--- src/rtl/tub_scan_controller_if.sv ---
// Display-side bundle of the scan controller: display word, load strobe, masks
// and the per-digit outputs feeding the hex-to-segment decoder.
interface tub_scan_controller_if;
  logic [31:0] value;
  logic        load;
  logic [7:0]  blank_mask;
  logic [7:0]  blink_mask;
  logic        lz_blank;
  logic [3:0]  digit_data;
  logic [7:0]  digit_sel;
  logic        frame_start;

  modport master (
    output value, load, blank_mask, blink_mask, lz_blank,
    input  digit_data, digit_sel, frame_start
  );

  modport slave (
    input  value, load, blank_mask, blink_mask, lz_blank,
    output digit_data, digit_sel, frame_start
  );
endinterface

--- src/rtl/tub_scan_controller.sv ---
// Eight-digit seven-segment scan controller with tear-free double buffering,
// leading-zero blanking, per-digit masking and per-digit blinking.
module tub_scan_controller #(
  parameter int SCAN_DIV     = 100000,
  parameter int BLINK_FRAMES = 32
) (
  input  logic                  clk,
  input  logic                  rst,
  tub_scan_controller_if.slave  bus
);

  localparam int DIV_W   = (SCAN_DIV > 1) ? $clog2(SCAN_DIV) : 1;
  localparam int BLINK_W = (BLINK_FRAMES > 1) ? $clog2(BLINK_FRAMES) : 1;

  logic [DIV_W-1:0]   div_cnt;
  logic [2:0]         idx;
  logic [31:0]        pending;
  logic               pend_v;
  logic [31:0]        shadow;
  logic [BLINK_W-1:0] blink_cnt;
  logic               blink_ph;
  logic               frame_start;

  logic               tick;
  logic               wrap;
  logic [7:0]         lz_dark;
  logic               upper_zero;
  logic               dark;

  assign tick = (div_cnt == DIV_W'(SCAN_DIV - 1));
  assign wrap = tick && (idx == 3'd7);

  // The shadow copy only changes at a frame wrap, so a frame never mixes two words.
  always_ff @(posedge clk) begin
    if (rst) begin
      div_cnt     <= '0;
      idx         <= 3'd0;
      pending     <= 32'h0;
      pend_v      <= 1'b0;
      shadow      <= 32'h0;
      blink_cnt   <= '0;
      blink_ph    <= 1'b0;
      frame_start <= 1'b0;
    end else begin
      div_cnt     <= tick ? '0 : div_cnt + DIV_W'(1);
      frame_start <= wrap;
      if (tick) begin
        idx <= idx + 3'd1;
      end
      if (wrap && pend_v) begin
        shadow <= pending;
      end
      if (bus.load) begin
        pending <= bus.value;
        pend_v  <= 1'b1;
      end else if (wrap) begin
        pend_v  <= 1'b0;
      end
      if (wrap) begin
        if (blink_cnt == BLINK_W'(BLINK_FRAMES - 1)) begin
          blink_cnt <= '0;
          blink_ph  <= ~blink_ph;
        end else begin
          blink_cnt <= blink_cnt + BLINK_W'(1);
        end
      end
    end
  end

  // Walk from the top digit down; a digit is lz-dark while everything from it up is zero.
  always_comb begin
    lz_dark    = 8'h00;
    upper_zero = 1'b1;
    for (int i = 7; i >= 1; i--) begin
      upper_zero = upper_zero & (shadow[4*i +: 4] == 4'h0);
      lz_dark[i] = bus.lz_blank & upper_zero;
    end
  end

  always_comb begin
    dark = bus.blank_mask[idx] | (bus.blink_mask[idx] & blink_ph) | lz_dark[idx];
  end

  assign bus.digit_data  = shadow[{idx, 2'b00} +: 4];
  assign bus.digit_sel   = dark ? 8'h00 : (8'h01 << idx);
  assign bus.frame_start = frame_start;

endmodule

--- src/flat_wrapper.sv ---
// flat-port wrapper written by rule: the top's interface ports become plain ports
module tub_scan_controller_flat 
#(
  parameter int SCAN_DIV     = 100000,
  parameter int BLINK_FRAMES = 32
)
  (clk, rst, bus_value, bus_load, bus_blank_mask, bus_blink_mask, bus_lz_blank, bus_digit_data, bus_digit_sel, bus_frame_start);
  tub_scan_controller_if bus_i ();
  input  logic clk;
  input  logic rst;
  input wire logic [$bits(bus_i.value)-1:0] bus_value;
  input wire logic [$bits(bus_i.load)-1:0] bus_load;
  input wire logic [$bits(bus_i.blank_mask)-1:0] bus_blank_mask;
  input wire logic [$bits(bus_i.blink_mask)-1:0] bus_blink_mask;
  input wire logic [$bits(bus_i.lz_blank)-1:0] bus_lz_blank;
  output wire logic [$bits(bus_i.digit_data)-1:0] bus_digit_data;
  output wire logic [$bits(bus_i.digit_sel)-1:0] bus_digit_sel;
  output wire logic [$bits(bus_i.frame_start)-1:0] bus_frame_start;
  assign bus_i.value = bus_value;
  assign bus_i.load = bus_load;
  assign bus_i.blank_mask = bus_blank_mask;
  assign bus_i.blink_mask = bus_blink_mask;
  assign bus_i.lz_blank = bus_lz_blank;
  assign bus_digit_data = bus_i.digit_data;
  assign bus_digit_sel = bus_i.digit_sel;
  assign bus_frame_start = bus_i.frame_start;
  tub_scan_controller #(.SCAN_DIV(SCAN_DIV), .BLINK_FRAMES(BLINK_FRAMES)) u_core (.clk(clk), .rst(rst), .bus(bus_i));
endmodule
--- config.mk ---
export PLATFORM = sky130hd
export DESIGN_NAME = tub_scan_controller_flat
export DESIGN_NICKNAME = d
export VERILOG_FILES = /design/src/rtl/tub_scan_controller_if.sv /design/src/rtl/tub_scan_controller.sv /design/src/flat_wrapper.sv
export SDC_FILE = /design/constraint.sdc
export NUM_CORES = 1
export LEC_CHECK = 0
export ABC_CLOCK_PERIOD_IN_PS = 3200
export CORE_MARGIN = 2
export CORE_UTILIZATION = 30
export DETAILED_ROUTE_END_ITERATION = 16
export GPL_TIMING_DRIVEN = 0
export PLACE_DENSITY = 0.6
export SLEW_MARGIN = 10
export SYNTH_ARGS = -nofsm -noshare
export SYNTH_HDL_FRONTEND = slang
export SYNTH_SLANG_ARGS = --single-unit
--- constraint.sdc ---
create_clock -name clk -period 3.2 [get_ports clk]
set_clock_uncertainty 0.2 [all_clocks]
set_input_delay 0.64 -clock clk [delete_from_list [all_inputs] [get_ports clk]]
set_output_delay 0.64 -clock clk [all_outputs]
set_load 0.005 [all_outputs]
======== After elaboration in Yosys (flattened, before gate mapping) ========
Index checks and enable logic that the tools add are counted.
operators by class
  reductions and logical operators ........ 12
  multiplexer cells ....................... 10
  shift operators ......................... 2
  magnitude comparators ................... 1
  equal/unequal tests ..................... 3
  bitwise logic cells ..................... 17
  add/sub/neg operators ................... 3
operator list
  kind                                                         count
  indexed part select 32 x 6 -> 4 bit                          1
  zero test 4 bit                                              7
  adder 17 x 1 -> 17 bit (second input constant)               1
  equality test 17 bit (second input constant)                 1
  AND 1 bit                                                    14
  binary-select mux 1 bit (select 3 bit)                       3
  2-to-1 mux 8 bit                                             1
  left shift 1 x 3 -> 8 bit (first input constant)             1
  adder 5 x 1 -> 5 bit (second input constant)                 1
  equality test 5 bit (second input constant)                  1
  2-to-1 mux 1 bit                                             5
  2-to-1 mux 5 bit                                             1
  less-than comparator 3 x 4 -> 1 bit (second input constant)  1
  adder 3 x 1 -> 3 bit (second input constant)                 1
  equality test 3 bit (second input constant)                  1
  logical AND 1 bit                                            2
  bitwise OR 1 bit                                             2
  AND reduction 2 bit                                          1
  nonzero test 2 bit                                           1
  OR reduction 2 bit                                           1
  NOT 1 bit                                                    1
word-level totals
  word-level logic and storage cells ...... 56
  bits of input ports ..................... 52
  bits in registers ....................... 92
  output and inout port bits .............. 13

======== Longest topological paths before layout ========
  depth in word-level cells ............... 12
  mapped depth ............................ 7

======== Worst setup path after synthesis ========
OpenSTA, ideal clock, no wires.
  path kind ............................... flip-flop to output port
  from .................................... reg u_core.idx[0]
  to ...................................... out bus_digit_sel[0]
  stages on the path, launching flop included .. 6
  data arrival time ....................... 1.967 ns
  path buffers ............................ 1
  path slack .............................. 0.393 ns
  required time ........................... 2.360 ns
  path through ............................ dfxtp_1 clkbuf_1 mux4_2 a211o_1 a31oi_1 and2_1
between the ends
  word-level cells in the longest chain between the ends .. 6
  elaborated cells between the ends (all ways) .. 11
RTL lines
  item                                    line                       RTL
  from (decl)                             tub_scan_controller.sv:16  logic [2:0] idx;
  from (signal assigned)                  tub_scan_controller.sv:48  idx <= idx + 3'd1;
  binary-select mux 1 bit (select 3 bit)  tub_scan_controller.sv:81  dark = bus.blank_mask[idx] | (bus.blink_mask[idx] & blink_ph) | lz_dark[idx];
  2-to-1 mux 1 bit (not written as such)  tub_scan_controller.sv:81
  AND 1 bit                               tub_scan_controller.sv:81
  bitwise OR 1 bit (2 in series)          tub_scan_controller.sv:81
  2-to-1 mux 8 bit (*)                    tub_scan_controller.sv:85  assign bus.digit_sel = dark ? 8'h00 : (8'h01 << idx);
  to (decl)                               flat_wrapper.sv:17         output wire logic [$bits(bus_i.digit_sel)-1:0] bus_digit_sel;
Every way passes the cells marked *; elsewhere a longest branch is shown, timed or not. The select of a mux whose other input is x is not followed.

======== Worst setup path in the final report ========
  from .................................... in bus_blink_mask[3]
  to ...................................... out bus_digit_sel[2]
between the ends
  word-level cells in the longest chain between the ends .. 6
RTL lines
  item                                    line                       RTL
  from (decl)                             flat_wrapper.sv:14         input wire logic [$bits(bus_i.blink_mask)-1:0] bus_blink_mask;
  binary-select mux 1 bit (select 3 bit)  tub_scan_controller.sv:81
  2-to-1 mux 1 bit (not written as such)  tub_scan_controller.sv:81
  AND 1 bit                               tub_scan_controller.sv:81
  bitwise OR 1 bit (2 in series)          tub_scan_controller.sv:81
  2-to-1 mux 8 bit                        tub_scan_controller.sv:85
Every way passes these cells. The select of a mux whose other input is x is not followed.

==> run summary <==
### Run status
• **result of the run** complete, no violations

### Critical path
• **delay of the slowest critical-path stage** 0.48 ns
• **CP max stage cell** sky130_fd_sc_hd__mux4_2
• **Top Family by Delay on Critical Path** compound AO/OA/AOI/OAI gates
• **start-to-end type of the worst setup path** input port to primary output
• **arrival time at the worst endpoint** 2.31 ns
• **biggest fanout along the worst timing path** 5
• **length in cells of the worst reg-to-reg path** 7
• **cell breakdown of the critical path** dlygate4sd2_1 > mux4_2 > a211o_1 > a31oi_4 > and2_4 > dlygate4sd2_1
• **WP depth** 6
• **Crit path top cell by count** sky130_fd_sc_hd__dlygate4sd2_1
• **required time worst endpoint** 2.36 ns
• **crit path capture type** primary output
• **nature of the critical path startpoint** input port
• **Buf/Inv on CP** 2

### Drt
• **DR DRC count** 0
• **vias per inst** 4.74
• **final routed wirelength across all metal layers** 9.99 mm
• **Routed WL per cell** 15.0 um
• **remaining antenna violation count after routing** 0
• **TritonRoute pass-1 iters** 4
• **via count** 3160
• **drt initial violations** 156

### STA
• **Max-Slew Margin vs Limit** 0.418
• **minimum clock period** 3.15 ns
• **unrepaired setup endpoints after global routing** false
• **worst-margin pin slew** 0.873 ns
• **post-route clock period utilization** 0.983
• **Final Max Slew Viols** 0
• **fmax** 318 MHz
• **Setup Viol. Count Final** 0
• **summed negative setup slack over all endpoints** 0 ns
• **hold violation total from the final report** 0

### Power
• **peak supply drop** 342 uV
• **share of total power in sequential cells** 0.504
• **Switch Pwr** 0.536 mW
• **clock network fraction of total power** 0.432
• **Pwr per Cell Area** 453 mW/mm2
• **share of power burned in combinational logic** 0.065
• **internal power** 1.83 mW
• **power consumption** 2.36 mW
• **cell leakage power** 2.26 nW
• **net switching fraction of the power** 0.227

### Final layout
• **Diodes inserted** 0
• **number of non-filler instances in the completed layout** 666
• **number of nets in the finished design** 546
• **area taken by multi-input logic gates** 0.00211 mm2
• **share of post-route cells with drive strength above 1** 0.106
• **core utilization of the finished layout** 0.395
• **Area growth, synth to finish** 29.3%
• **count of filler cells inserted in the layout** 1317
• **combined flip-flop and latch cell area** 0.00185 mm2

### Placement
• **buffers added on ports** 63
• **Final GP Congestion** 0.834
• **HPWL Detailed** 7.71 mm
• **number of cells after detailed placement** 649

### Synth
• **sequential fraction of the synthesis area** 0.457
• **number of distinct standard cells referenced by the synthesized netlist** 36
• **number of cells produced by synthesis** 410
• **ys async rst share** 0
• **net count after synthesis** 471
• **cell types with the highest counts after synthesis** sky130_fd_sc_hd__dfxtp_1 (92), sky130_fd_sc_hd__nor2_1 (91), sky130_fd_sc_hd__mux2i_1 (64)
• **synthesized area** 0.00403 mm2
• **Most used DFF post-synth** sky130_fd_sc_hd__dfxtp_1
• **Yosys reg bits** 92
• **mean cell area of the mapped netlist** 9.83 um2
• **leading cell type by number of instances after synthesis** sky130_fd_sc_hd__dfxtp_1
• **portion of synthesized cell area occupied by the leading cell type** 0.457
• **library cell occupying the most area in the post-synthesis netlist** sky130_fd_sc_hd__dfxtp_1
• **number of enable flip-flop cells after synthesis** 0
• **Synth warnings** 0
• **top cells by area in the synthesized netlist** sky130_fd_sc_hd__dfxtp_1 (46%), sky130_fd_sc_hd__mux2i_1 (16%), sky130_fd_sc_hd__nor2_1 (8.5%)

### Min path
• **count of cells along the worst hold path** 1
• **type of the most critical hold path** flop to flop

### Global route
• **antenna violations before repair** 0
• **via count of the first global-routing pass** 3136
• **global-route congestion overflow total** 0
• **pin count of the biggest net entering global routing** 16
• **overall fraction of global-route tracks in use** 0.145
• **wire length of the first global-routing pass** 16.0 mm

### Floorplanning
• **width of the chip** 120 um
• **Boundary Pins** 65
• **overall die height** 120 um
• **area enclosed by the die boundary** 0.0144 mm2
• **initial cell density of the core** 0.306
• **Core ar.** 0.0132 mm2
• **floorplan row count** 42

### Clocking
• **cell chosen for the clock root** sky130_fd_sc_hd__clkbuf_16
• **maximum clock insertion buffer count** 2
• **maximum level of the CTS H-tree** 3
• **clock edge transition at the registers on the reported setup and hold paths** 0.06 ns
• **TritonCTS sink count** 92
• **clock tree from TritonCTS** yes
• **number of buffers created by CTS** 9
• **hold bufs inserted after CTS** 0
• **clock latency on the worst-skew pair** 0.35 ns

### Job
• **# Max-Cap Violations** 0

-- cell usage in the layout (no fill, tap or decap), types with 2 or more instances in the layout --
cell / netlist / final
sky130_fd_sc_hd__a211o_1: 2 / 2
sky130_fd_sc_hd__a21oi_1: 13 / 11
sky130_fd_sc_hd__and2_1: 6 / 5
sky130_fd_sc_hd__and3_1: 4 / 4
sky130_fd_sc_hd__and4_1: 2 / 2
sky130_fd_sc_hd__buf_2: 6 / 6
sky130_fd_sc_hd__buf_4: 0 / 2
sky130_fd_sc_hd__clkbuf_1: 17 / 14
sky130_fd_sc_hd__clkbuf_16: 0 / 9
sky130_fd_sc_hd__clkbuf_2: 0 / 2
sky130_fd_sc_hd__clkbuf_8: 0 / 2
sky130_fd_sc_hd__clkdlybuf4s15_2: 0 / 4
sky130_fd_sc_hd__clkdlybuf4s50_1: 0 / 39
sky130_fd_sc_hd__clkinv_2: 0 / 2
sky130_fd_sc_hd__clkinvlp_4: 0 / 2
sky130_fd_sc_hd__dfxtp_1: 92 / 91
sky130_fd_sc_hd__dlygate4sd2_1: 0 / 19
sky130_fd_sc_hd__ha_1: 9 / 9
sky130_fd_sc_hd__inv_1: 5 / 5
sky130_fd_sc_hd__mux2i_1: 64 / 64
sky130_fd_sc_hd__mux4_2: 12 / 12
sky130_fd_sc_hd__nand2_1: 23 / 23
sky130_fd_sc_hd__nand3_1: 11 / 11
sky130_fd_sc_hd__nand4_1: 4 / 4
sky130_fd_sc_hd__nand4b_1: 2 / 2
sky130_fd_sc_hd__nor2_1: 91 / 91
sky130_fd_sc_hd__nor4_1: 7 / 7
sky130_fd_sc_hd__o21a_1: 2 / 2
sky130_fd_sc_hd__o21ai_0: 6 / 5
sky130_fd_sc_hd__or3_1: 2 / 2
sky130_fd_sc_hd__or4_1: 2 / 2
sky130_fd_sc_hd__xnor2_1: 5 / 5
sky130_fd_sc_hd__xor2_1: 10 / 10
-- power by group through the flow --
stage / clock network, mW / logic [mW] / registers, mW
finish: 1.02 / 0.153 / 1.19
global route: 1.09 / 0.166 / 1.19
global placement: 0 / 0.157 / 1.22
detailed placement: 0 / 0.160 / 1.22
floorplan: 0 / 0.0711 / 1.21
CTS: 1.04 / 0.154 / 1.19
-- registers in the layout, indices dropped and copies added (netlist names) --
name	flops
u_core.pending	32
u_core.blink_cnt	5
u_core.bus.frame_start	1
u_core.pend_v	1
u_core.blink_ph	1
u_core.shadow	32
u_core.idx	3
u_core.div_cnt	17
-- routing by layer --
metal  global-route usage  vias to the layer above  part of all wire
met1                0.176                     1504              0.45
met4               0.0706                        0             0.029
met5                    0                        -                 0
li1                     -                     1575                 -
met3               0.0394                       16             0.047
met2                0.235                       65              0.47
-- kinds of logic (layout without fill, tap and decap cells) --
| kind of cell | count (synthesis) | after routing | synth area share |
|---|---|---|---|
| DFF | 92 | 92 | 0.457 |
| xor gates and xnor gates | 15 | 15 | 0.0326 |
| and+or+nand+nor | 163 | 163 | 0.191 |
| adders and majority gates | 9 | 9 | 0.0279 |
| AOI/OAI and AO/OA | 26 | 26 | 0.0366 |
| buffers and inverters | 29 | 109 | 0.0289 |
| muxes | 76 | 76 | 0.226 |
-- area by class of cell --
class                   count  share of cell area
flip-flops and latches     92               0.354
inverters                   5             0.00360
repair buffers             64               0.119
clock buffers              11              0.0485
multi-input cells         289               0.404
plain buffers              24              0.0221
clock inverters             5             0.00648
well taps                 176              0.0423
-- worst paths after layout --
check / from / slack (ns) / to
hold / removal: u_core.div_cnt[0]$_SDFF_PP0_ / 0.26 / u_core.div_cnt[0]$_SDFF_PP0_
hold reg to reg: u_core.div_cnt[0]$_SDFF_PP0_ / 0.26 / u_core.div_cnt[0]$_SDFF_PP0_
setup / recovery: bus_blink_mask[3] / 0.05 / bus_digit_sel[2]
setup reg to reg: u_core.div_cnt[0]$_SDFF_PP0_ / 0.55 / u_core.shadow[26]$_SDFFE_PP0P_
-- metrics by stage --
stage	instance area (um2)	hold slack, ns	setup slack (ns)
2_1_floorplan	4030	0.226	0.393
3_3_place_gp	4880	0.239	-0.578
3_5_place_dp	4880	0.251	-0.604
4_1_cts	5200	0.260	0.00863
5_1_grt	5210	0.279	0.00106
6_report	5210	0.261	0.0536
-- what timing repair did --
item,4_1_cts,5_1_grt
endpoints found under the setup margin,12,12
gates resized for setup,45,6
buffers inserted,1,0
pin swaps,9,1
Power figures use the tool's default switching activity.
